--- src/rtl/jtbubl_pkg.sv ---
// Shared definitions for the Bubble Bobble main/sound CPU command link:
// sound-side register map, NMI sequencer states and the status byte layout.
package jtbubl_pkg;

   localparam logic [1:0] REG_DATA    = 2'd0;
   localparam logic [1:0] REG_NMI_ON  = 2'd1;
   localparam logic [1:0] REG_NMI_OFF = 2'd2;
   localparam logic [1:0] REG_OVF_CLR = 2'd3;

   localparam logic [7:0] EMPTY_BYTE  = 8'hFF;

   typedef enum logic [1:0] {
      NMI_IDLE  = 2'd0,
      NMI_PULSE = 2'd1,
      NMI_WAIT  = 2'd2
   } nmi_state_e;

   function automatic logic [7:0] status_byte(input logic ovf,
                                              input logic main_flag,
                                              input logic snd_flag);
      return {5'b0, ovf, main_flag, snd_flag};
   endfunction

endpackage

--- src/rtl/jtbubl_sndcomm_fifo.sv ---
// Command FIFO from main CPU to sound CPU; head is read combinationally so the
// sound CPU sees stable data for the whole access, flags are registered.
module jtbubl_sndcomm_fifo
   import jtbubl_pkg::*;
#(
   parameter int DEPTH = 4
) (
   input  logic       clk,
   input  logic       rst_n,
   input  logic       push_i,
   input  logic       pop_i,
   input  logic [7:0] din_i,
   output logic [7:0] head_o,
   output logic       nempty_o,
   output logic       full_o,
   output logic       drop_o
);

   localparam int            AW       = $clog2(DEPTH);
   localparam logic [AW:0]   FULL_CNT = (AW+1)'(DEPTH);

   logic [7:0]    mem_q [DEPTH];
   logic [AW-1:0] wr_ptr_q, wr_ptr_d;
   logic [AW-1:0] rd_ptr_q, rd_ptr_d;
   logic [AW:0]   cnt_q, cnt_d;
   logic          nempty_q, full_q;
   logic          push_ok, pop_ok;

   // A push into a full FIFO is still accepted when a pop frees a slot this cycle.
   always_comb begin
      pop_ok   = pop_i && (cnt_q != '0);
      push_ok  = push_i && ((cnt_q != FULL_CNT) || pop_ok);
      drop_o   = push_i && !push_ok;
      wr_ptr_d = wr_ptr_q;
      rd_ptr_d = rd_ptr_q;
      cnt_d    = cnt_q;
      if (push_ok) wr_ptr_d = wr_ptr_q + AW'(1);
      if (pop_ok)  rd_ptr_d = rd_ptr_q + AW'(1);
      if (push_ok && !pop_ok)
         cnt_d = cnt_q + (AW+1)'(1);
      else if (pop_ok && !push_ok)
         cnt_d = cnt_q - (AW+1)'(1);
   end

   always_ff @(posedge clk or negedge rst_n) begin
      if (!rst_n) begin
         wr_ptr_q <= '0;
         rd_ptr_q <= '0;
         cnt_q    <= '0;
         nempty_q <= 1'b0;
         full_q   <= 1'b0;
      end else begin
         wr_ptr_q <= wr_ptr_d;
         rd_ptr_q <= rd_ptr_d;
         cnt_q    <= cnt_d;
         nempty_q <= (cnt_d != '0);
         full_q   <= (cnt_d == FULL_CNT);
      end
   end

   always_ff @(posedge clk) begin
      if (push_ok) mem_q[wr_ptr_q] <= din_i;
   end

   assign head_o   = nempty_q ? mem_q[rd_ptr_q] : EMPTY_BYTE;
   assign nempty_o = nempty_q;
   assign full_o   = full_q;

endmodule

--- src/rtl/jtbubl_sndcomm.sv ---
// Main-to-sound CPU communication block: command FIFO, reply latch, sound-side
// register decode and an NMI sequencer that interrupts the sound Z80 per command.
module jtbubl_sndcomm
   import jtbubl_pkg::*;
#(
   parameter int DEPTH = 4,
   parameter int NMI_W = 16
) (
   input  logic       clk,
   input  logic       rst_n,
   input  logic       main_wr,
   input  logic [7:0] main_din,
   input  logic       main_rd,
   output logic [7:0] main_dout,
   output logic       main_flag,
   output logic       snd_flag,
   output logic       fifo_full,
   input  logic       snd_cs,
   input  logic       snd_rd_n,
   input  logic       snd_wr_n,
   input  logic [1:0] snd_addr,
   input  logic [7:0] snd_din,
   output logic [7:0] snd_dout,
   output logic       nmi_n
);

   localparam int            CW      = (NMI_W > 1) ? $clog2(NMI_W) : 1;
   localparam logic [CW-1:0] PW_LAST = CW'(NMI_W - 1);

   logic       rd_now, wr_now;
   logic       rd_prev_q, wr_prev_q;
   logic       rd_start, rd_end, wr_start;
   logic       pop_arm_q, pop_arm_d;
   logic       pop;
   logic [7:0] head;
   logic       drop;
   logic [7:0] main_dout_q, main_dout_d;
   logic       main_flag_q, main_flag_d;
   logic       nmi_en_q, nmi_en_d;
   logic       ovf_q, ovf_d;
   nmi_state_e state_q, state_d;
   logic [CW-1:0] cnt_q, cnt_d;
   logic       nmi_n_q, nmi_n_d;

   assign rd_now   = snd_cs && !snd_rd_n;
   assign wr_now   = snd_cs && !snd_wr_n;
   assign rd_start = rd_now && !rd_prev_q;
   assign wr_start = wr_now && !wr_prev_q;
   assign rd_end   = rd_prev_q && !rd_now;
   assign pop      = rd_end && pop_arm_q;

   jtbubl_sndcomm_fifo #(
      .DEPTH (DEPTH)
   ) u_fifo (
      .clk      (clk),
      .rst_n    (rst_n),
      .push_i   (main_wr),
      .pop_i    (pop),
      .din_i    (main_din),
      .head_o   (head),
      .nempty_o (snd_flag),
      .full_o   (fifo_full),
      .drop_o   (drop)
   );

   // Pop is armed at the start of a data read that actually returned a command,
   // and fires once the Z80 lets go of the access.
   always_comb begin
      pop_arm_d = pop_arm_q;
      if (rd_start)
         pop_arm_d = (snd_addr == REG_DATA) && snd_flag;
      else if (rd_end)
         pop_arm_d = 1'b0;
   end

   always_comb begin
      main_dout_d = main_dout_q;
      main_flag_d = main_flag_q;
      nmi_en_d    = nmi_en_q;
      ovf_d       = ovf_q;
      if (main_rd) main_flag_d = 1'b0;
      if (wr_start) begin
         case (snd_addr)
            REG_DATA: begin
               main_dout_d = snd_din;
               main_flag_d = 1'b1;
            end
            REG_NMI_ON:  nmi_en_d = 1'b1;
            REG_NMI_OFF: nmi_en_d = 1'b0;
            REG_OVF_CLR: ovf_d    = 1'b0;
            default: ;
         endcase
      end
      if (drop) ovf_d = 1'b1;
   end

   // A pending command that is being popped this very cycle must not start a pulse.
   always_comb begin
      state_d = state_q;
      cnt_d   = cnt_q;
      nmi_n_d = 1'b1;
      case (state_q)
         NMI_IDLE: begin
            if (nmi_en_q && snd_flag && !pop) begin
               state_d = NMI_PULSE;
               cnt_d   = '0;
               nmi_n_d = 1'b0;
            end
         end
         NMI_PULSE: begin
            if (cnt_q == PW_LAST) begin
               state_d = NMI_WAIT;
            end else begin
               cnt_d   = cnt_q + CW'(1);
               nmi_n_d = 1'b0;
            end
         end
         NMI_WAIT: begin
            if (pop) state_d = NMI_IDLE;
         end
         default: state_d = NMI_IDLE;
      endcase
      if (!nmi_en_d) begin
         state_d = NMI_IDLE;
         nmi_n_d = 1'b1;
      end
   end

   always_ff @(posedge clk or negedge rst_n) begin
      if (!rst_n) begin
         rd_prev_q   <= 1'b0;
         wr_prev_q   <= 1'b0;
         pop_arm_q   <= 1'b0;
         main_dout_q <= 8'h00;
         main_flag_q <= 1'b0;
         nmi_en_q    <= 1'b0;
         ovf_q       <= 1'b0;
         state_q     <= NMI_IDLE;
         cnt_q       <= '0;
         nmi_n_q     <= 1'b1;
      end else begin
         rd_prev_q   <= rd_now;
         wr_prev_q   <= wr_now;
         pop_arm_q   <= pop_arm_d;
         main_dout_q <= main_dout_d;
         main_flag_q <= main_flag_d;
         nmi_en_q    <= nmi_en_d;
         ovf_q       <= ovf_d;
         state_q     <= state_d;
         cnt_q       <= cnt_d;
         nmi_n_q     <= nmi_n_d;
      end
   end

   always_comb begin
      case (snd_addr)
         REG_DATA:   snd_dout = head;
         REG_NMI_ON: snd_dout = status_byte(ovf_q, main_flag_q, snd_flag);
         default:    snd_dout = EMPTY_BYTE;
      endcase
   end

   assign main_dout = main_dout_q;
   assign main_flag = main_flag_q;
   assign nmi_n     = nmi_n_q;

endmodule

--- config.mk ---
export PLATFORM = sky130hd
export DESIGN_NAME = jtbubl_sndcomm
export DESIGN_NICKNAME = d
export VERILOG_FILES = /design/src/rtl/jtbubl_pkg.sv /design/src/rtl/jtbubl_sndcomm_fifo.sv /design/src/rtl/jtbubl_sndcomm.sv
export SDC_FILE = /design/constraint.sdc
export NUM_CORES = 1
export LEC_CHECK = 0
export ABC_AREA = 1
export CORE_MARGIN = 1
export CORE_UTILIZATION = 53
export DETAILED_ROUTE_END_ITERATION = 10
export PLACE_DENSITY = 0.76
export SLEW_MARGIN = 20
export SYNTH_ARGS = -nofsm -noshare
export SYNTH_HDL_FRONTEND = slang
export SYNTH_SLANG_ARGS = --single-unit
--- constraint.sdc ---
create_clock -name clk -period 2 [get_ports clk]
set_input_delay 0.2 -clock clk [delete_from_list [all_inputs] [get_ports clk]]
set_output_delay 0.2 -clock clk [all_outputs]
set_load 0.03 [all_outputs]
==> flow_summary.json <==
{
  "placement_rows": 26,
  "yosys_warnings": 0,
  "holdBufCountCts": 0,
  "synth.most_common_cell": "sky130_fd_sc_hd__nand2_1",
  "synth_seq_area_share_pct": 60.36,
  "post_synth_num_cell_types": 30,
  "synth.top_cells.by_area": "sky130_fd_sc_hd__edfxtp_1 34%, sky130_fd_sc_hd__dfrtp_1 26%, sky130_fd_sc_hd__ha_1 5.7%",
  "root_buffer": "sky130_fd_sc_hd__clkbuf_8",
  "period_needed_ps": 1895,
  "p_sw_share_pct": 35.32,
  "place.gp.congestion": 0.8236,
  "clk-insertion-delay-late_ps": 340,
  "path_delay_family": "buffers and inverters",
  "crit_path_frequent_cell": "sky130_fd_sc_hd__inv_1",
  "slew_headroom_pct": 49.74,
  "die_area_mm2": 0.005651,
  "share_of_the_synthesized_area_in_compound_gates_ao_oa_aoi_oai_pct": 9.083,
  "core_mm2": 0.005140,
  "slowest_stage": "sky130_fd_sc_hd__clkdlybuf4s50_1",
  "maxCapViolCount": 0,
  "p_int_mw": 2.894,
  "status": "completed",
  "rsz0062_at_grt": "no",
  "route.vias.total": 2041,
  "hold_path.class": "primary input to asynchronous set/reset pin",
  "p_sw_mw": 1.580,
  "yosys-top-cells-count": "36 x sky130_fd_sc_hd__nand2_1, 32 x sky130_fd_sc_hd__edfxtp_1, 29 x sky130_fd_sc_hd__dfrtp_1",
  "grt_max_degree": 31,
  "power_leakage_nw": 1.569,
  "max_clock_skew_ps": 7.966,
  "main_combinational_cell_family_by_area_after_synthesis": "simple AND/OR/NAND/NOR gates",
  "synth.top_cell.area_share_pct": 33.86,
  "htree_num_levels": 3,
  "critical_path.max_fanout": 6,
  "firstDrtPassIters": 4,
  "n_antenna_cell": 0,
  "clkTransAtPathRegs_ps": 70,
  "synth_top_cell_by_area": "sky130_fd_sc_hd__edfxtp_1",
  "endpoint_kind": "output port",
  "syn_avg_cell_area_um2": 10.87,
  "drc": 0,
  "path_class": "primary input to output port",
  "chipWidth_um": 75.17,
  "numCtsBuffers": 9,
  "grt.total_usage_pct": 20.95,
  "io-pin-count": 45,
  "p_clk_share_pct": 23.9,
  "cts_num_sinks": 62,
  "initial_util_pct": 55.21,
  "fin_cells": 402,
  "dpl.cell_count": 382,
  "synth-edff-count": 32,
  "critPathArrivalTime_ps": 1690,
  "nNetsFinal": 365,
  "wl_per_cell_um": 13.49,
  "crit_path_start_kind": "primary input",
  "worstMarginPinSlew_ps": 751.2,
  "post_synth_mux_area_share_pct": 3.175,
  "seq_power_share_pct": 41.3,
  "total_power_mw": 4.474,
  "floorplan.die.height_um": 75.17,
  "cp_slowest_stage_delay_ps": 530,
  "final_period_utilization_pct": 94.73,
  "antenna_violations_before_repair": 0,
  "worst_ep_required_time_ps": 1800,
  "power.ir.vdd_worst_uv": 907.8,
  "synth_adder_area_share_pct": 5.732,
  "vias_per_cell": 5.077,
  "io_buffers": 44,
  "cts_tree": "done",
  "p_per_area_mw_per_mm2": 1228,
  "route.antenna.remaining_nets": 0,
  "syn_to_final_growth_pct": 28.35,
  "timing.fmax_ghz": 0.5278,
  "report.final.setup_viol": 0,
  "timing.critical_path.cells": "clkdlybuf4s50_1, inv_1, ha_1, nor2_1, inv_1, o211ai_1, buf_4",
  "maxSlewViolCount": 0,
  "layout-drive-gt1-share_pct": 20.78,
  "critical_path.n_buffers_inverters": 4,
  "ys_seq_elements": 62,
  "drt_wl_total_um": 5421,
  "simple_gate_share_of_the_synthesized_area_pct": 15.17,
  "postSynth.topFlopCell": "sky130_fd_sc_hd__edfxtp_1",
  "first_global_vias": 1896,
  "fillCellCount": 377,
  "mappedNetlistArea_mm2": 0.002838,
  "place_hpwl_um": 3761,
  "post_synth_xor_area_fraction_pct": 1.543,
  "synth_cells": 261,
  "postSynth.asyncResetShare_pct": 48.39,
  "finalHoldViolations": 0,
  "drt_iter0_markers": 102,
  "synthesis.nets": 299,
  "max-clock-path-buffers": 2,
  "grt.overflow.total": 0,
  "grt_first_pass_wirelength_um": 8273,
  "share_comb_of_total_power_pct": 34.8
}
per-stage QoR:
step	hold slack [ps]	util, %	setup TNS, ps	cell area (um2)	setup slack (ps)
floorplan	-95.59	-	0	2838	285.4
global placement	460.4	66.46	-2838	3416	-109.4
detailed placement	461.1	66.46	-3829	3416	-157.4
CTS	261.3	70.18	0	3607	25.15
global route	304.0	70.86	0	3642	18.79
finish	259.8	70.86	0	3642	105.4
path summary, 6_finish.rpt:
check | from | to | slack, ps | cells after the start
max in group asynchronous | rst_n | nmi_n$_DFF_PN1_ | 1420 | 2
max reg2reg | u_fifo.cnt_q[0]$_DFF_PN0_ | u_fifo.mem_q[2][4]$_DFFE_PP_ | 150 | 5
max | snd_addr[0] | snd_dout[1] | 110 | 7
min | rst_n | main_dout[1]$_DFFE_PN0P_ | 260 | 2
min reg2reg | cnt_q[3]$_DFFE_PN0P_ | cnt_q[3]$_DFFE_PN0P_ | 480 | 1
min in group clk | main_rd | main_flag$_DFF_PN0_ | 420 | 2
logic make-up (layout without fill, tap and decap cells):
kind of cell / after synthesis / count (layout)
and+or+nand+nor: 90 / 90
adders and majority gates: 13 / 13
xor gates and xnor gates: 5 / 5
AOI/OAI and AO/OA: 47 / 47
DFF: 62 / 62
buffers and inverters: 36 / 107
muxes: 8 / 8
registers in the layout, indices dropped and copies added, names as in the netlist:
register         count
nmi_en_q             1
nmi_n                1
u_fifo.cnt_q         3
wr_prev_q            1
pop_arm_q            1
main_flag            1
u_fifo.mem_q        32
state_q              2
main_dout            8
u_fifo.full_o        1
u_fifo.wr_ptr_q      2
rd_prev_q            1
u_fifo.nempty_o      1
u_fifo.rd_ptr_q      2
cnt_q                4
ovf_q                1
cell usage in the layout, fill, tap and decap left out, types with 4 or more instances in the layout:
cell type / instances
sky130_fd_sc_hd__nand2_2: 8
sky130_fd_sc_hd__clkbuf_8: 10
sky130_fd_sc_hd__o21ai_1: 4
sky130_fd_sc_hd__edfxtp_1: 32
sky130_fd_sc_hd__mux2_2: 8
sky130_fd_sc_hd__nand3_1: 11
sky130_fd_sc_hd__buf_4: 24
sky130_fd_sc_hd__nor2_1: 25
sky130_fd_sc_hd__clkdlybuf4s50_1: 36
sky130_fd_sc_hd__xor2_1: 4
sky130_fd_sc_hd__ha_1: 13
sky130_fd_sc_hd__a21oi_1: 11
sky130_fd_sc_hd__nand2_1: 36
sky130_fd_sc_hd__inv_1: 26
sky130_fd_sc_hd__o21ai_0: 27
sky130_fd_sc_hd__dfrtp_1: 28
metal layers:
layer | vias up | global-route usage, % | wire (um)
li1 | 1007 | - | -
met1 | 963 | 24.64 | 2308
met2 | 64 | 34.03 | 2671
met3 | 7 | 6.961 | 364
met4 | 0 | 11.73 | 76
met5 | - | 0 | 0
power by group through the flow:
stage | Clock [mW] | Sequential (mW) | Combinational [mW]
floorplan | 0 | 1.96 | 0.942
global placement | 0 | 1.85 | 1.51
detailed placement | 0 | 1.87 | 1.54
CTS | 1.09 | 1.84 | 1.55
global route | 1.14 | 1.88 | 1.74
finish | 1.07 | 1.85 | 1.56
repair_timing:
| item | CTS | global route |
|---|---|---|
| endpoints found under the setup margin | 0 | 7 |
| endpoints found under the hold margin | 0 | 0 |
| setup buffers | 0 | 3 |
| gates resized for setup | 0 | 5 |
worst reg2reg max path, cell delays in order (launching register included):
cell and delay, ps:
sky130_fd_sc_hd__dfrtp_1 370, sky130_fd_sc_hd__inv_1 80, sky130_fd_sc_hd__ha_1 250, sky130_fd_sc_hd__nand2_2 120, sky130_fd_sc_hd__o21ai_4 80, sky130_fd_sc_hd__nor2_1 580
layout make-up:
cell class	instances	area [um2]	share of cell area, %
Sequential cell	62	1714	47.06
Multi-Input combinational cell	163	984.7	27.04
Timing Repair Buffer	60	540.5	14.84
Clock buffer	12	145.1	3.985
Inverter	30	118.9	3.263
Tap cell	70	87.58	2.405
Clock inverter	4	46.29	1.271
Timing Repair inverter	1	5.005	0.1374
Power figures use the tool's default switching activity.
